**config.mk**
```make
export PLATFORM = sky130hd
export DESIGN_NAME = alu_op_sequencer_flat
export DESIGN_NICKNAME = d
export VERILOG_FILES = /design/src/rtl/alu_pkg.sv /design/src/rtl/alu_op_sequencer_if.sv /design/src/rtl/alu_rsp_reg.sv /design/src/rtl/alu_op_sequencer.sv /design/src/flat_wrapper.sv
export SDC_FILE = /design/constraint.sdc
export NUM_CORES = 1
export LEC_CHECK = 0
export BUFFER_PORTS_ARGS = -buffer_cell sky130_fd_sc_hd__clkbuf_2
export CORE_ASPECT_RATIO = 1.5
export CORE_MARGIN = 10
export CORE_UTILIZATION = 53
export CTS_CLUSTER_SIZE = 28
export DETAILED_ROUTE_END_ITERATION = 6
export PLACE_DENSITY = 0.85
export SKIP_CTS_REPAIR_TIMING = 1
export SYNTH_ARGS = -nofsm -noshare
export SYNTH_HDL_FRONTEND = slang
export SYNTH_SLANG_ARGS = --single-unit
```
**constraint.sdc**
```tcl
create_clock -name clk -period 3.5 [get_ports clk]
set_input_delay 0 -clock clk [delete_from_list [all_inputs] [get_ports clk]]
set_output_delay 0 -clock clk [all_outputs]
set_load 0.02 [all_outputs]
```
**src/rtl/alu_pkg.sv**
```systemverilog
// Shared types and constants for the ALU operation sequencer.
// Optional accumulator feature is controlled by macro ALU_ACC_EN (see the top and interface).
package alu_pkg;

  typedef enum logic [1:0] {
    OP_ADD = 2'b00,
    OP_SUB = 2'b01,
    OP_MUL = 2'b10,
    OP_DIV = 2'b11
  } op_e;

  typedef enum logic [1:0] {
    ST_IDLE   = 2'd0,
    ST_SETTLE = 2'd1,
    ST_RESP   = 2'd2
  } state_e;

  localparam logic [7:0] DBZ_QUOTIENT = 8'hFF;

  typedef struct packed {
    logic [7:0] g;
    logic       ovf;
    logic [7:0] rem;
    logic       dbz;
  } rsp_t;

  function automatic logic is_div_by_zero(input logic [1:0] op, input logic [7:0] b);
    return (op_e'(op) == OP_DIV) && (b == 8'h00);
  endfunction

endpackage

```
**src/rtl/alu_op_sequencer_if.sv**
```systemverilog
// Request, ALU-drive and response bundle of the ALU operation sequencer.
// Macro ALU_ACC_EN adds the req_use_acc request bit.
interface alu_op_sequencer_if;

  logic       req_valid;
  logic       req_ready;
  logic [1:0] req_op;
  logic [7:0] req_a;
  logic [7:0] req_b;
  logic       req_cin;
`ifdef ALU_ACC_EN
  logic       req_use_acc;
`endif

  logic [7:0] alu_A;
  logic [7:0] alu_B;
  logic       alu_S1;
  logic       alu_S0;
  logic       alu_Cin;
  logic [7:0] alu_G;
  logic       alu_Overflow;
  logic [7:0] alu_Du;

  logic       rsp_valid;
  logic       rsp_ready;
  logic [7:0] rsp_g;
  logic       rsp_ovf;
  logic [7:0] rsp_rem;
  logic       rsp_dbz;

  // slave = the sequencer; master = front-end plus the ALU it drives
  modport slave (
    input  req_valid, req_op, req_a, req_b, req_cin,
`ifdef ALU_ACC_EN
    input  req_use_acc,
`endif
    output req_ready,
    output alu_A, alu_B, alu_S1, alu_S0, alu_Cin,
    input  alu_G, alu_Overflow, alu_Du,
    output rsp_valid, rsp_g, rsp_ovf, rsp_rem, rsp_dbz,
    input  rsp_ready
  );

  modport master (
    output req_valid, req_op, req_a, req_b, req_cin,
`ifdef ALU_ACC_EN
    output req_use_acc,
`endif
    input  req_ready,
    input  alu_A, alu_B, alu_S1, alu_S0, alu_Cin,
    output alu_G, alu_Overflow, alu_Du,
    input  rsp_valid, rsp_g, rsp_ovf, rsp_rem, rsp_dbz,
    output rsp_ready
  );

endinterface

```
**src/rtl/alu_rsp_reg.sv**
```systemverilog
// Capture/hold register for the response fields with the rsp_valid/rsp_ready handshake.
// Fields stay stable until the next capture; handshake flags the accepting edge.
module alu_rsp_reg
  import alu_pkg::*;
(
  input  logic clk,
  input  logic rst,
  input  logic capture,
  input  rsp_t cap_data,
  input  logic rsp_ready,
  output logic rsp_valid,
  output rsp_t rsp,
  output logic handshake
);

  always_ff @(posedge clk or posedge rst) begin
    if (rst) begin
      rsp_valid <= 1'b0;
      rsp       <= '0;
    end else if (capture) begin
      rsp_valid <= 1'b1;
      rsp       <= cap_data;
    end else if (rsp_valid && rsp_ready) begin
      rsp_valid <= 1'b0;
    end
  end

  assign handshake = rsp_valid & rsp_ready;

endmodule

```
**src/rtl/alu_op_sequencer.sv**
```systemverilog
// Initiator for the combinational 8-bit ALU: one operation in flight, settle wait, response capture.
// Macro ALU_ACC_EN adds an accumulator that can replace operand A.
//
// state     | meaning
// ST_IDLE   | req_ready high, alu_* hold last operation
// ST_SETTLE | alu_* stable, settle counter running down to capture
// ST_RESP   | rsp_valid high, waiting for rsp_ready
module alu_op_sequencer
  import alu_pkg::*;
#(
  parameter int SETTLE_CYC = 2,
  parameter int CNT_W      = 16
) (
  input  logic                clk,
  input  logic                rst,
  alu_op_sequencer_if.slave   bus,
  output logic [CNT_W-1:0]    op_count
);

  // Edges spent in ST_SETTLE before the capture edge
  localparam logic [3:0] SETTLE_LOAD = 4'(SETTLE_CYC);

  state_e     state;
  logic [3:0] settle_cnt;
  logic       dbz_pend;
  logic [7:0] a_eff;
  logic       capture;
  logic       handshake;
  logic       rsp_valid;
  rsp_t       cap_data;
  rsp_t       rsp;

`ifdef ALU_ACC_EN
  logic [7:0] acc;

  always_ff @(posedge clk or posedge rst) begin
    if (rst) begin
      acc <= 8'h00;
    end else if (handshake && !rsp.dbz) begin
      acc <= rsp.g;
    end
  end

  always_comb begin
    a_eff = bus.req_use_acc ? acc : bus.req_a;
  end
`else
  always_comb begin
    a_eff = bus.req_a;
  end
`endif

  assign capture = (state == ST_SETTLE) && (settle_cnt == 4'd0);

  // Divide-by-zero reports the operand actually loaded onto alu_A as remainder
  always_comb begin
    cap_data = '0;
    if (dbz_pend) begin
      cap_data.g   = DBZ_QUOTIENT;
      cap_data.ovf = 1'b0;
      cap_data.rem = bus.alu_A;
      cap_data.dbz = 1'b1;
    end else begin
      cap_data.g   = bus.alu_G;
      cap_data.ovf = bus.alu_Overflow;
      cap_data.rem = (bus.alu_S1 && bus.alu_S0) ? bus.alu_Du : 8'h00;
      cap_data.dbz = 1'b0;
    end
  end

  always_ff @(posedge clk or posedge rst) begin
    if (rst) begin
      state         <= ST_IDLE;
      settle_cnt    <= 4'd0;
      dbz_pend      <= 1'b0;
      bus.req_ready <= 1'b1;
      bus.alu_A     <= 8'h00;
      bus.alu_B     <= 8'h00;
      bus.alu_S1    <= 1'b0;
      bus.alu_S0    <= 1'b0;
      bus.alu_Cin   <= 1'b0;
      op_count      <= '0;
    end else begin
      case (state)
        ST_IDLE: begin
          if (bus.req_valid && bus.req_ready) begin
            bus.alu_A     <= a_eff;
            bus.alu_B     <= bus.req_b;
            bus.alu_S1    <= bus.req_op[1];
            bus.alu_S0    <= bus.req_op[0];
            bus.alu_Cin   <= bus.req_cin;
            bus.req_ready <= 1'b0;
            state         <= ST_SETTLE;
            if (is_div_by_zero(bus.req_op, bus.req_b)) begin
              settle_cnt <= 4'd0;
              dbz_pend   <= 1'b1;
            end else begin
              settle_cnt <= SETTLE_LOAD;
              dbz_pend   <= 1'b0;
            end
          end
        end
        ST_SETTLE: begin
          if (settle_cnt == 4'd0) begin
            state <= ST_RESP;
          end else begin
            settle_cnt <= settle_cnt - 4'd1;
          end
        end
        ST_RESP: begin
          if (handshake) begin
            state         <= ST_IDLE;
            bus.req_ready <= 1'b1;
            op_count      <= op_count + CNT_W'(1);
          end
        end
        default: begin
          state         <= ST_IDLE;
          bus.req_ready <= 1'b1;
        end
      endcase
    end
  end

  alu_rsp_reg u_rsp_reg (
    .clk       (clk),
    .rst       (rst),
    .capture   (capture),
    .cap_data  (cap_data),
    .rsp_ready (bus.rsp_ready),
    .rsp_valid (rsp_valid),
    .rsp       (rsp),
    .handshake (handshake)
  );

  assign bus.rsp_valid = rsp_valid;
  assign bus.rsp_g     = rsp.g;
  assign bus.rsp_ovf   = rsp.ovf;
  assign bus.rsp_rem   = rsp.rem;
  assign bus.rsp_dbz   = rsp.dbz;

endmodule

```
**src/flat_wrapper.sv**
```systemverilog
// flat-port wrapper written by rule: the top's interface ports become plain ports
module alu_op_sequencer_flat import alu_pkg::*;
#(
  parameter int SETTLE_CYC = 2,
  parameter int CNT_W      = 16
)
  (clk, rst, op_count, bus_req_valid, bus_req_op, bus_req_a, bus_req_b, bus_req_cin, bus_req_ready, bus_alu_A, bus_alu_B, bus_alu_S1, bus_alu_S0, bus_alu_Cin, bus_alu_G, bus_alu_Overflow, bus_alu_Du, bus_rsp_valid, bus_rsp_g, bus_rsp_ovf, bus_rsp_rem, bus_rsp_dbz, bus_rsp_ready);
  alu_op_sequencer_if bus_i ();
  input  logic clk;
  input  logic rst;
  output logic [CNT_W-1:0] op_count;
  input wire logic [$bits(bus_i.req_valid)-1:0] bus_req_valid;
  input wire logic [$bits(bus_i.req_op)-1:0] bus_req_op;
  input wire logic [$bits(bus_i.req_a)-1:0] bus_req_a;
  input wire logic [$bits(bus_i.req_b)-1:0] bus_req_b;
  input wire logic [$bits(bus_i.req_cin)-1:0] bus_req_cin;
  output wire logic [$bits(bus_i.req_ready)-1:0] bus_req_ready;
  output wire logic [$bits(bus_i.alu_A)-1:0] bus_alu_A;
  output wire logic [$bits(bus_i.alu_B)-1:0] bus_alu_B;
  output wire logic [$bits(bus_i.alu_S1)-1:0] bus_alu_S1;
  output wire logic [$bits(bus_i.alu_S0)-1:0] bus_alu_S0;
  output wire logic [$bits(bus_i.alu_Cin)-1:0] bus_alu_Cin;
  input wire logic [$bits(bus_i.alu_G)-1:0] bus_alu_G;
  input wire logic [$bits(bus_i.alu_Overflow)-1:0] bus_alu_Overflow;
  input wire logic [$bits(bus_i.alu_Du)-1:0] bus_alu_Du;
  output wire logic [$bits(bus_i.rsp_valid)-1:0] bus_rsp_valid;
  output wire logic [$bits(bus_i.rsp_g)-1:0] bus_rsp_g;
  output wire logic [$bits(bus_i.rsp_ovf)-1:0] bus_rsp_ovf;
  output wire logic [$bits(bus_i.rsp_rem)-1:0] bus_rsp_rem;
  output wire logic [$bits(bus_i.rsp_dbz)-1:0] bus_rsp_dbz;
  input wire logic [$bits(bus_i.rsp_ready)-1:0] bus_rsp_ready;
  assign bus_i.req_valid = bus_req_valid;
  assign bus_i.req_op = bus_req_op;
  assign bus_i.req_a = bus_req_a;
  assign bus_i.req_b = bus_req_b;
  assign bus_i.req_cin = bus_req_cin;
  assign bus_req_ready = bus_i.req_ready;
  assign bus_alu_A = bus_i.alu_A;
  assign bus_alu_B = bus_i.alu_B;
  assign bus_alu_S1 = bus_i.alu_S1;
  assign bus_alu_S0 = bus_i.alu_S0;
  assign bus_alu_Cin = bus_i.alu_Cin;
  assign bus_i.alu_G = bus_alu_G;
  assign bus_i.alu_Overflow = bus_alu_Overflow;
  assign bus_i.alu_Du = bus_alu_Du;
  assign bus_rsp_valid = bus_i.rsp_valid;
  assign bus_rsp_g = bus_i.rsp_g;
  assign bus_rsp_ovf = bus_i.rsp_ovf;
  assign bus_rsp_rem = bus_i.rsp_rem;
  assign bus_rsp_dbz = bus_i.rsp_dbz;
  assign bus_i.rsp_ready = bus_rsp_ready;
  alu_op_sequencer #(.SETTLE_CYC(SETTLE_CYC), .CNT_W(CNT_W)) u_core (.clk(clk), .rst(rst), .bus(bus_i), .op_count(op_count));
endmodule
```
# --- Word level (Yosys, flattened, before mapping) ---
# Index checks and enable logic that the tools add are counted.
op_classes:
  addsub: 2
  mul: 0
  n_div: 0
  n_lt_le_gt_ge: 0
  eq_ne: 7
  shift: 0
  muxes: 16
  bitwise: 2
  reduce_logical: 15
op_table:
  columns: ["operator", "n"]
  rows:
  - ["$mux W18", 1]
  - ["$add A16 B1 Y16 const B", 1]
  - ["$reduce_and A3 Y1", 3]
  - ["$logic_not A8 Y1", 1]
  - ["$mux W2", 4]
  - ["$mux W4", 2]
  - ["$mux W8", 1]
  - ["$pmux W4 S2", 1]
  - ["$pmux W2 S3", 1]
  - ["$logic_and A1 B1 Y1", 5]
  - ["$mux W1", 5]
  - ["$eq A2 B2 Y1 const B", 2]
  - ["$logic_not A4 Y1", 1]
  - ["$ne A2 B1 Y1 const B", 2]
  - ["$ne A2 B2 Y1 const B", 2]
  - ["$reduce_and A2 Y1", 2]
  - ["$reduce_bool A2 Y1", 2]
  - ["$sub A4 B1 Y4 const B", 1]
  - ["$pmux W1 S3", 1]
  - ["$eq A2 B1 Y1 const B", 1]
  - ["$logic_not A2 Y1", 1]
  - ["$and A1 B1 Y1", 1]
  - ["$not A1 Y1", 1]
word_totals:
  ff_bits: 62
  latchBits: 0
  mem_bits_rw: 0
  romBits: 0
  inputBits: 40
  output_inout_bits: 55
  word_cells: 57
  mem_count: 0

# --- Longest topological paths before layout ---
# Gate-level depths: netlist of the first run.
depth:
  ltp_word: 5
  depth_mapped: 7
  mapped_depth_nobuf: 6

# --- By module ---
# A second synthesis of the first run with hierarchy kept.
unflattened:
  hier_cells: 224
  area_unflattened_um2: 2835.2
modules_own_cells:
  columns: ["mod", "instances", "cells_each", "area_per_inst_um2", "seq_area_each_um2"]
  rows:
  - ["alu_op_sequencer", 1, 181, 2069.5, 1077.3]
  - ["alu_rsp_reg", 1, 43, 765.7, 475.5]

# --- Worst setup path before layout of the first run ---
# No wires, ideal clock.
synth_path:
  path_type: "reg-to-reg"
  startpoint: "register u_core.state[1]"
  endpoint: "register u_core.bus.alu_A[3]"
  setup_time_ps: 125
  arrival_ps: 1484
  required_time_ps: 3375
  slack_ps: 1891
  path_stages_with_launch: 6
  path_buffers: 2
  period_less_slack_ps: 1609
  path_cell_list: "dfrtp_1 nor3b_1 and2_1 clkbuf_1 buf_2 mux2_2"
synth_between:
  elab_chain_len: 2
synth_rtl:
  columns: ["element", "line_no", "rtl"]
  rows:
  - ["start, declared", "alu_op_sequencer.sv:23", "state_e state;"]
  - ["start signal, assigned", "alu_op_sequencer.sv:73", "state <= ST_IDLE;"]
  - ["start signal, assigned", "alu_op_sequencer.sv:93", "state <= ST_SETTLE;"]
  - ["start signal, assigned", "alu_op_sequencer.sv:105", "state <= ST_RESP;"]
  - ["$logic_not A2 Y1", "alu_op_sequencer.sv:84", "case (state)"]
  - ["$reduce_and A2 Y1 (no line)", null, null]
  - ["end signal, assigned", "alu_op_sequencer.sv:77", "bus.alu_A <= 8'h00;"]
  - ["end signal, assigned", "alu_op_sequencer.sv:87", "bus.alu_A <= a_eff;"]
  - ["end, declared", "alu_op_sequencer_if.sv:38", "output alu_A, alu_B, alu_S1, alu_S0, alu_Cin,"]
# Every way passes these cells.
# A chain may end at the register's enable or synchronous reset.

# --- Final worst setup path of the first run ---
layout_path:
  startpoint: "register u_core.state[1]"
  endpoint: "register u_core.u_rsp_reg.rsp[5] (netlist name)"
layout_between:
  elab_chain_len: 2
layout_rtl:
  columns: ["element", "line_no", "rtl"]
  rows:
  - ["$eq A2 B1 Y1", "alu_op_sequencer.sv:53", "assign capture = (state == ST_SETTLE) && (settle_cnt == 4'd0);"]
  - ["$logic_and A1 B1 Y1", "alu_op_sequencer.sv:53", null]
# Every way passes these cells.

==> impl_results.md, run 1 <==
* Place WS at 1.43 ns
* Final Util at 77.4%
* Comb pwr share at 29.3%
* RSZ-0062 raised after global routing: false
* Grt ovf at 0
* Final Cell Area at 0.00372 sq mm
* Worst-Margin Slew at 1.01 ns
* Relative slew slack at 32.3%
* Max Clock Skew at 0.00895 ns
* Leak at 1.91 nW
* Area grow syn2layout at 41.5%
* Post-synth cell types at 33
* Fin nets at 404
* Fraction of layout cells with a size suffix above 1 at 38.0%
* Die ar. at 0.00824 sq mm
* Via count of the first global-routing pass at 2,227
* Pwr dens at 613 mW/mm^2
* Commonest non-fill, non-tap cell in the layout: clkbuf_2
* Final hold viol count at 0
* CP required at 3.77 ns
* Fmax at 0.484 GHz
* Detailed Place HPWL at 4950 microns
* Clk pwr share at 25.9%
* Critical Path Slowest Stage Cell: nor3_2
* # H-tree levels at 3
* Die Width at 77.5 microns
* Internal power at 1.50 mW
* Crit path max-delay family: simple AND/OR/NAND/NOR gates
* Largest cells by area after synthesis: dfrtp_1 (58%), mux2_2 (9.4%), nand2_1 (3.7%)
* Final WL at 7380 microns
* Final setup vio count at 0
* Mapped Cells at 226
* Post-synthesis sequential area ratio at 59.0%
* Critical path endpoint category: flop
* Core ar. at 0.00481 sq mm
* Worst hold margin at 0.0175 ns
* DR iter-0 viols at 105
* Final WS setup at 1.43 ns
* Most frequent cells in the layout: clkbuf_2 (94), dfrtp_1 (61), dlygate4sd3_1 (38)
* Chip height at 106 microns
* HP Class: in2reg
* Type of origin of the critical path: flop
* #FFs+latches synth at 62
* Row count at 31
* WP data arrival at 2.34 ns
* Residual DRC count at 0
* CP Class: reg2reg
* IO Count at 95
* CTS Buf Count at 9
* DP Area at 0.00316 sq mm
* Synth Net Count at 269
* Setup TNS at 0 ns
* Synthesized cell area at 0.00263 sq mm
* Flop pwr share at 44.8%
* CTS Sinks at 62
* Global-route usage over all layers at 15.8%
* Final Critical Period at 2.07 ns
* P_sw at 784 uW
* CP Max Fanout at 15
* Highest cell delay on the worst timing path at 0.58 ns
* CTS clock-pin slew for the worst setup and hold paths at 0.07 ns
* R2R Setup Slk at 1.43 ns
* Via density at 5.13
* GP Congestion at 0.790
* DR pass1 iterations at 4
* Initial Utilization at 54.7%
* Sw Share at 34.4%
* Worst IR Drop VDD at 0.434 mV
* Fill count at 349
* Clock latency at the later pin of the worst-skew pair at 0.34 ns
* Yosys top cell by area: dfrtp_1
* CTS tree: built
* Post-route ant nets at 0
* Tcrit/Tclk final at 59.0%
* Status: finished, final reports clean
* Routed len/inst at 17.0 microns
* First-pass GRT wire length at 10,500 microns
* Max-slew violations at 0
* Top cell type's share of synthesized area at 58.0%
* Mean Syn Cell Area at 11.6 sq um
* MaxCap Viol Count at 0
* PortBufs at 94
* Via count at 2,228
* Largest net degree at the start of global routing at 33
* Initial antenna violation count at 2
* Max clock buf depth at 2
* CP bufs+invs at 0
* Crit path cell chain: and2b_1, nand3_1, nor3_2, a221o_1
* Yosys Warn Count at 0
* CTS root buf: clkbuf_8
[worst paths after layout]
check | startpoint | endpoint | cells after the start
max | u_core.state[1] | u_core.u_rsp_reg.rsp[5] | 4
min | bus_req_valid | u_core.bus.req_ready | 3
max reg2reg | u_core.state[1] | u_core.u_rsp_reg.rsp[5] | 4
min reg2reg | u_core.op_count[15] | u_core.op_count[15] | 1
max in group asynchronous | rst | u_core.bus.req_ready | 4
min in group asynchronous | rst | u_core.bus.alu_Cin | 3
[metrics by stage]
stage                     power (mW)  cells
after CTS                       2.26    394
after detailed placement        1.67    378
after global routing            2.41    434
after floorplan                 1.41    226
after global placement          1.64    378
final                           2.28    434
[cell usage after synthesis]
cell and number:
or3b_2 1, and3_1 3, nor3_2 2, a21o_1 1, nand4b_2 1, nor2_1 23
or4bb_1 1, nor3b_2 1, a221o_1 8, o21ai_0 12, dfrtp_1 61, nand4_1 3
nand2_1 26, nor3b_1 1, clkbuf_1 4, mux2_2 22, and2b_1 1, dfstp_2 1
nor3_1 3, inv_1 6, nor4_1 2, nand2b_1 2, a21oi_1 1, buf_1 1
or3_1 1, buf_2 5, ha_1 3, or4_1 1, mux2i_1 1, nand3_1 9
and2_1 2, xor2_1 9, xnor2_1 8
[registers in the layout, summed over array words and instances, names as in the netlist]
register / flops
u_core.bus.alu_A: 8
u_core.bus.alu_B: 8
u_core.bus.alu_Cin: 1
u_core.bus.alu_S0: 1
u_core.bus.alu_S1: 1
u_core.bus.req_ready: 1
u_core.dbz_pend: 1
u_core.op_count: 16
u_core.settle_cnt: 4
u_core.state: 2
u_core.u_rsp_reg.rsp: 18
u_core.u_rsp_reg.rsp_valid: 1
[routing by layer]
metal | global-route usage [%] | wire length [microns]
met1 | 17.3 | 2730
met2 | 26.4 | 3850
met4 | 8.25 | 275
met3 | 5.65 | 520
met5 | 0 | 0
[cell families (layout without fill, tap and decap cells)]
| logic type | count (synthesis) | in the layout | share of synthesized area [%] |
|---|---|---|---|
| other cells | 0 | 2 | 0 |
| compound gates | 22 | 22 | 5.80 |
| buf+inv | 16 | 156 | 2.52 |
| simple gates | 83 | 83 | 15.8 |
| mux | 23 | 23 | 9.80 |
| flops | 62 | 62 | 59.0 |
| xor+xnor | 17 | 17 | 5.66 |
| fa+ha+maj | 3 | 3 | 1.43 |
[worst min-delay path: stages]
cell and delay, ns:
clkbuf_2 0.09, nor3b_1 0.14, nor2_1 0.10
[final cells by class]
class | instances | area, sq um | share of cell area (%)
Timing Repair Buffer | 134 | 866 | 23.3
Antenna cell | 2 | 5.00 | 0.134
Clock buffer | 11 | 131 | 3.53
Clock inverter | 5 | 50.0 | 1.34
Sequential cell | 62 | 1550 | 41.7
Inverter | 6 | 22.5 | 0.605
Tap cell | 66 | 82.6 | 2.22
Multi-Input combinational cell | 148 | 1010 | 27.2
[power by group through the flow]
stage / combinational [mW] / sequential, mW / clock, mW
floorplan: 0.211 / 1.20 / 0
global placement: 0.623 / 1.02 / 0
detailed placement: 0.638 / 1.03 / 0
CTS: 0.640 / 1.02 / 0.600
global route: 0.726 / 1.05 / 0.638
finish: 0.668 / 1.02 / 0.592
Note: power is estimated with default switching activity, not from simulation.
==> run 2, diff against run 1 <==
--- a/config.mk
+++ b/config.mk
@@ -8,10 +8,10 @@
 export BUFFER_PORTS_ARGS = -buffer_cell sky130_fd_sc_hd__clkbuf_2
 export CORE_ASPECT_RATIO = 1.5
 export CORE_MARGIN = 10
-export CORE_UTILIZATION = 53
+export CORE_UTILIZATION = 49
 export CTS_CLUSTER_SIZE = 28
 export DETAILED_ROUTE_END_ITERATION = 6
-export PLACE_DENSITY = 0.85
+export PLACE_DENSITY = 0.79
 export SKIP_CTS_REPAIR_TIMING = 1
 export SYNTH_ARGS = -nofsm -noshare
 export SYNTH_HDL_FRONTEND = slang
==> constraint.sdc (replaced) <==
create_clock -name clk -period 2 [get_ports clk]
set_input_delay 0 -clock clk [delete_from_list [all_inputs] [get_ports clk]]
set_output_delay 0 -clock clk [all_outputs]
set_load 0.02 [all_outputs]
==> run 2 against run 1 <==
  * The flow now finishes with violations (negative hold slack)
  * Register-to-register slack worse by 1.1 ns
  * Clock skew up 0.00067 ns
  * First-iteration DRC count unchanged
  * Clock power up 110%
  * Power up 84%
  * Combinational power up 75%
  * Critical path type unchanged
  * Critical endpoint is now u_core.settle_cnt[1]
==> impl_results.md, run 2 (synthesis results as in run 1) <==
* Status: finished with violations
* Failing checks: negative hold slack
* # H-tree levels at 3 (unchanged)
* Largest Register: u_core.u_rsp_reg.rsp
* First-pass GRT wire length at 10,200 microns (-3.0%)
* PortBufs at 94 (unchanged)
* CP Class: reg2reg
* DP Area at 0.00319 sq mm (+1.2%)
* Area grow syn2layout at 44.3%
* Chip height at 110 microns (+3.3%)
* DR pass1 iterations at 4 (unchanged)
* GP Congestion at 0.761 (-3.6%)
* Relative slew slack at 49.3% (+17 points)
* Multi-input logic area at 0.00101 sq mm (unchanged)
* CTS root buf: clkbuf_8
* Type of origin of the critical path: flop
* Worst-Margin Slew at 0.760 ns (-0.255 ns)
* Setup TNS at 0 ns (unchanged)
* Via density at 5.03 (-1.9%)
* Worst IR Drop VDD at 0.791 mV (+82%)
* CP required at 2.21 ns (-1.56 ns)
* Final hold viol count at 1 (+1)
* Initial Utilization at 50.9% (-3.8 points)
* Tcrit/Tclk final at 82.6% (+24 points)
* Die Width at 79.8 microns (+3.0%)
* Detailed Place HPWL at 4840 microns (-2.1%)
* Largest regs: u_core.u_rsp_reg.rsp (18), u_core.op_count (16)
* Max reg flops at 18 (unchanged)
* Max Clock Skew at 0.00962 ns (+0.000668 ns)
* CTS Buf Count at 9 (unchanged)
* Fill count at 375 (+7.4%)
* HP Class: in2reg
* Max clock buf depth at 2 (unchanged)
* Max-slew violations at 0 (unchanged)
* Leak at 1.94 nW (+1.7%)
* Fin nets at 406 (+0.50%)
* WP data arrival at 1.86 ns (-0.48 ns)
* Die ar. at 0.00876 sq mm (+6.3%)
* Hold path depth at 3 (unchanged)
* Reg area at 0.00155 sq mm (unchanged)
* Via count at 2,195 (-1.5%)
* Fmax at 0.606 GHz (+25%)
* Highest cell delay on the worst timing path at 0.50 ns (-0.08 ns)
* Via count of the first global-routing pass at 2,128 (-4.4%)
* Final Cell Area at 0.00380 sq mm (+2.0%)
* Residual DRC count at 0 (unchanged)
* Final Critical Period at 1.65 ns (-0.415 ns)
* Final setup vio count at 0 (unchanged)
* Antenna cell count at 0 (-2)
* Routed len/inst at 16.2 microns (-4.6%)
* Grt ovf at 0 (unchanged)
* Final Util at 73.5% (-3.9 points)
* Clock latency at the later pin of the worst-skew pair at 0.33 ns (about the same)
* Final WS setup at 0.349 ns (-1.08 ns)
* Core ar. at 0.00516 sq mm (+7.4%)
* CTS tree: built
* Final WL at 7070 microns (-4.2%)
* Largest net degree at the start of global routing at 63 (+91%)
* CTS Sinks at 62 (unchanged)
* MaxCap Viol Count at 0 (unchanged)
* Critical path endpoint category: flop
* RSZ-0062 raised after global routing: false
* Crit path cell chain: inv_1, ha_1, or3b_2, a21o_1, mux2i_1
* CTS clock-pin slew for the worst setup and hold paths at 0.07 ns (about the same)
* Global-route usage over all layers at 14.7% (-1.2 points)
* DR iter-0 viols at 105 (unchanged)
* Critical Path Slowest Stage Cell: or3b_2
* Most frequent cells in the layout: clkbuf_2 (94), dfrtp_1 (61), dlygate4sd3_1 (37)
* Post-route ant nets at 0 (unchanged)
* Fraction of layout cells with a size suffix above 1 at 39.1% (+1.2 points)
* Row count at 32 (+3.2%)
* Initial antenna violation count at 0 (-2)
* CP Max Fanout at 4 (-11)
* Place WS at 0.367 ns (-1.06 ns)
* Commonest non-fill, non-tap cell in the layout: clkbuf_2
* Worst hold margin at -0.0639 ns (-0.0814 ns)
* IO Count at 95 (unchanged)
* R2R cell count at 5 (+1)
* Pwr dens at 1100 mW/mm^2 (+80%)
run 2: layout make-up:
type	instances	area share [%]
Timing Repair Buffer	136	23.5
Tap cell	68	2.24
Inverter	6	0.593
Clock buffer	11	3.99
Clock inverter	5	2.14
Multi-Input combinational cell	148	26.7
Sequential cell	62	40.9
run 2: critical path: cells and delay by family, from the launching register on:
family | cells | cell delay [ns]
AOI/OAI and AO/OA | 1 | 0.23
adders and majority gates | 1 | 0.18
buffers and inverters | 1 | 0.12
DFF | 1 | 0.38
muxes | 1 | 0.13
and+or+nand+nor | 1 | 0.50
run 2: final timing paths:
kind,start,to,slack [ns]
worst max-delay path,u_core.settle_cnt[0],u_core.settle_cnt[1],0.35
worst min-delay path,bus_alu_G[7],u_core.u_rsp_reg.rsp[17],-0.06
worst max register to register,u_core.settle_cnt[0],u_core.settle_cnt[1],0.35
worst min register to register,u_core.u_rsp_reg.rsp[11],u_core.u_rsp_reg.rsp[11],0.49
max in group asynchronous,rst,u_core.bus.alu_A[4],1.08
min in group asynchronous,rst,u_core.op_count[6],0.41
run 2: power by group:
part	switching (mW)	leakage, nW	internal, mW
logic	0.684	1.05	0.485
clock network	0.473	0.116	0.769
registers	0.210	0.780	1.57
total	1.37	1.94	2.82
run 2: metal layers:
layer  wire length [microns]  global-route usage, %  share of wire (%)  up-vias
met3                     579                   6.37                8.2       10
met2                    3930                   24.5                 56       70
li1                        -                      -                  -     1048
met4                      95                   6.82                1.3        0
met5                       0                      0                  0        -
met1                    2470                   15.7                 35     1067
run 2: stage by stage:
step                      std cells  hold WS [ns]  total power, mW
after floorplan                 226         0.107             2.47
after global placement          383         0.232             2.88
after detailed placement        383         0.234             2.92
after CTS                       399        -0.119             4.18
after global routing            436      0.000173             4.43
final                           436       -0.0639             4.19
==> run 3, diff against run 2 <==
--- a/config.mk
+++ b/config.mk
@@ -8,10 +8,10 @@
 export BUFFER_PORTS_ARGS = -buffer_cell sky130_fd_sc_hd__clkbuf_2
 export CORE_ASPECT_RATIO = 1.5
 export CORE_MARGIN = 10
-export CORE_UTILIZATION = 49
+export CORE_UTILIZATION = 44
 export CTS_CLUSTER_SIZE = 28
 export DETAILED_ROUTE_END_ITERATION = 6
-export PLACE_DENSITY = 0.79
+export PLACE_DENSITY = 0.75
 export SKIP_CTS_REPAIR_TIMING = 1
 export SYNTH_ARGS = -nofsm -noshare
 export SYNTH_HDL_FRONTEND = slang
==> constraint.sdc (replaced) <==
create_clock -name clk -period 1.3 [get_ports clk]
set_input_delay 0 -clock clk [delete_from_list [all_inputs] [get_ports clk]]
set_output_delay 0 -clock clk [all_outputs]
set_load 0.02 [all_outputs]
==> run 3 against run 2 <==
  * The run ends with negative setup slack left
  * Flip-flop and latch count stayed put
  * Non-clock buffer count is 49 higher
  * Global-route usage is 0.34 points lower
  * Sequential power is 59% higher
  * Register-to-register slack worse by 0.58 ns
  * Worst setup slack worse by 0.58 ns
  * Final cell count is 12% higher
  * Via count is 17% higher
  * Largest cell class unchanged
  * Largest power group unchanged
  * Highest routed layer unchanged
==> impl_results.md, run 3 (synthesis results as in run 1) <==
* Most frequent cells in the layout: clkbuf_2 (94), dfrtp_1 (49), dlygate4sd3_1 (39)
* WP data arrival at 1.78 ns (-0.08 ns)
* Via count at 2,575 (+17%)
* RSZ-0062 raised after global routing: true
* Area grow syn2layout at 76.5%
* Setup TNS at -7.61 ns (-7.61 ns)
* Finished Layout Cells at 490 (+12%)
* CTS clock-pin slew for the worst setup and hold paths at 0.07 ns (about the same)
* CTS Buf Count at 9 (unchanged)
* Grt ovf at 0 (unchanged)
* Die ar. at 0.00954 sq mm (+8.9%)
* Type of origin of the critical path: flop
* Failing checks: negative setup slack
* CTS Sinks at 62 (unchanged)
* Die Width at 83.1 microns (+4.1%)
* Largest Register: u_core.u_rsp_reg.rsp
* Fraction of layout cells with a size suffix above 1 at 57.6% (+18 points)
* PortBufs at 94 (unchanged)
* Leak at 2.35 nW (+21%)
* HP Class: in2reg
* DP Area at 0.00353 sq mm (+11%)
* Status: finished with violations
* Row count at 34 (+6.3%)
* Final Critical Period at 1.53 ns (-0.118 ns)
* Fmax at 0.652 GHz (+7.7%)
* Detailed Place HPWL at 5180 microns (+7.0%)
* Place WS at -0.254 ns (-0.621 ns)
* Multi-input logic area at 0.00131 sq mm (+29%)
* GP Congestion at 0.763 (+0.25%)
* CP required at 1.55 ns (-0.66 ns)
* Pwr dens at 1510 mW/mm^2 (+37%)
* CTS root buf: clkbuf_8
* Final WS setup at -0.233 ns (-0.582 ns)
* Critical path endpoint category: flop
* Initial antenna violation count at 0 (unchanged)
* Max-slew violations at 0 (unchanged)
* First-pass GRT wire length at 11,300 microns (+11%)
* # H-tree levels at 3 (unchanged)
* Largest net degree at the start of global routing at 36 (-43%)
* Final WL at 9590 microns (+36%)
* Tcrit/Tclk final at 118% (+35 points)
* CP Max Fanout at 4 (unchanged)
* Post-route ant nets at 0 (unchanged)
* DR iter-0 viols at 127 (+21%)
* Final Cell Area at 0.00464 sq mm (+22%)
* Core ar. at 0.00583 sq mm (+13%)
* Initial Utilization at 45.1% (-5.8 points)
* Commonest non-fill, non-tap cell in the layout: clkbuf_2
* R2R Setup Slk at -0.23 ns (-0.58 ns)
* Placed cells at 415 (+8.4%)
* CP Class: reg2reg
* Fill count at 328 (-13%)
* Via density at 5.26 (+4.4%)
* Fin nets at 455 (+12%)
* Reg area at 0.00157 sq mm (+0.97%)
* Final setup vio count at 53 (+53)
* CTS tree: built
* Relative slew slack at 69.8% (+21 points)
* Max reg flops at 18 (unchanged)
* Worst-Margin Slew at 0.451 ns (-0.309 ns)
* Global-route usage over all layers at 14.3% (-0.34 points)
* IO Count at 95 (unchanged)
* Tot Pwr at 7.03 mW (+68%)
* Residual DRC count at 0 (unchanged)
* Via count of the first global-routing pass at 2,419 (+14%)
* Largest regs: u_core.u_rsp_reg.rsp (18), u_core.op_count (16)
* Worst IR Drop VDD at 1.43 mV (+81%)
* Max clock buf depth at 2 (unchanged)
* DR pass1 iterations at 4 (unchanged)
* Clock latency at the later pin of the worst-skew pair at 0.35 ns (+0.02 ns)
* Final hold viol count at 0 (-1)
* Routed len/inst at 19.6 microns (+21%)
* MaxCap Viol Count at 0 (unchanged)
* Max Clock Skew at 0.00616 ns (-0.00346 ns)
* Chip height at 115 microns (+4.5%)
==> run 3: cell types whose count changed in the layout (fill, tap and decap cells not counted), moves of 12 or more <==
cell	previous run	this run
dfrtp_1	61	49
dfrtp_2	0	12
buf_6	0	15
buf_4	4	28
mux2_2	22	4
mux2_4	0	18
o21ai_0	12	0
==> run 3: path summary, 6_finish.rpt <==
kind	from	cells past startpoint	to
max	u_core.settle_cnt[0]	5	u_core.settle_cnt[1]
min	bus_rsp_ready	4	u_core.state[1]
max reg2reg	u_core.settle_cnt[0]	5	u_core.settle_cnt[1]
min reg2reg	u_core.op_count[13]	1	u_core.op_count[13]
max in group asynchronous	rst	4	u_core.settle_cnt[2]
min in group asynchronous	rst	3	u_core.settle_cnt[1]
==> run 3: cell type report <==
cell class / count / share of cell area (%)
multi-input combinational: 148 / 28.1
clock inverter: 7 / 1.91
timing repair buffer: 185 / 31.0
tap: 72 / 1.94
clock buffer: 9 / 2.67
inverter: 6 / 0.566
antenna: 1 / 0.0539
sequential: 62 / 33.8
==> run 3: metrics by stage <==
step                      utilization, %  hold slack (ns)
after CTS                           64.3           -0.345
final                               79.7           0.0743
after floorplan                        -            0.104
after global routing                79.6           0.0784
after detailed placement            60.6           0.0263
after global placement              60.6           0.0238
==> run 3: power breakdown <==
| group | total [mW] | switching, mW | internal [mW] |
|---|---|---|---|
| combinational | 2.35 | 1.24 | 1.12 |
| sequential | 2.83 | 0.410 | 2.42 |
| clock | 1.85 | 0.783 | 1.07 |
==> run 3: layer usage <==
| metal | global-route usage [%] | vias to the layer above | routed length, microns |
|---|---|---|---|
| met5 | 0 | - | 0 |
| met4 | 6.61 | 0 | 374 |
| met3 | 5.48 | 37 | 707 |
| met2 | 23.5 | 130 | 5200 |
| met1 | 16.2 | 1260 | 3310 |
| li1 | - | 1148 | - |
==> run 3: worst max-delay path, stage by stage, from the launching register on <==
cell     delay (ns)
dfrtp_1        0.40
inv_2          0.08
ha_4           0.14
or3b_4         0.41
a21o_1         0.21
mux2i_1        0.20
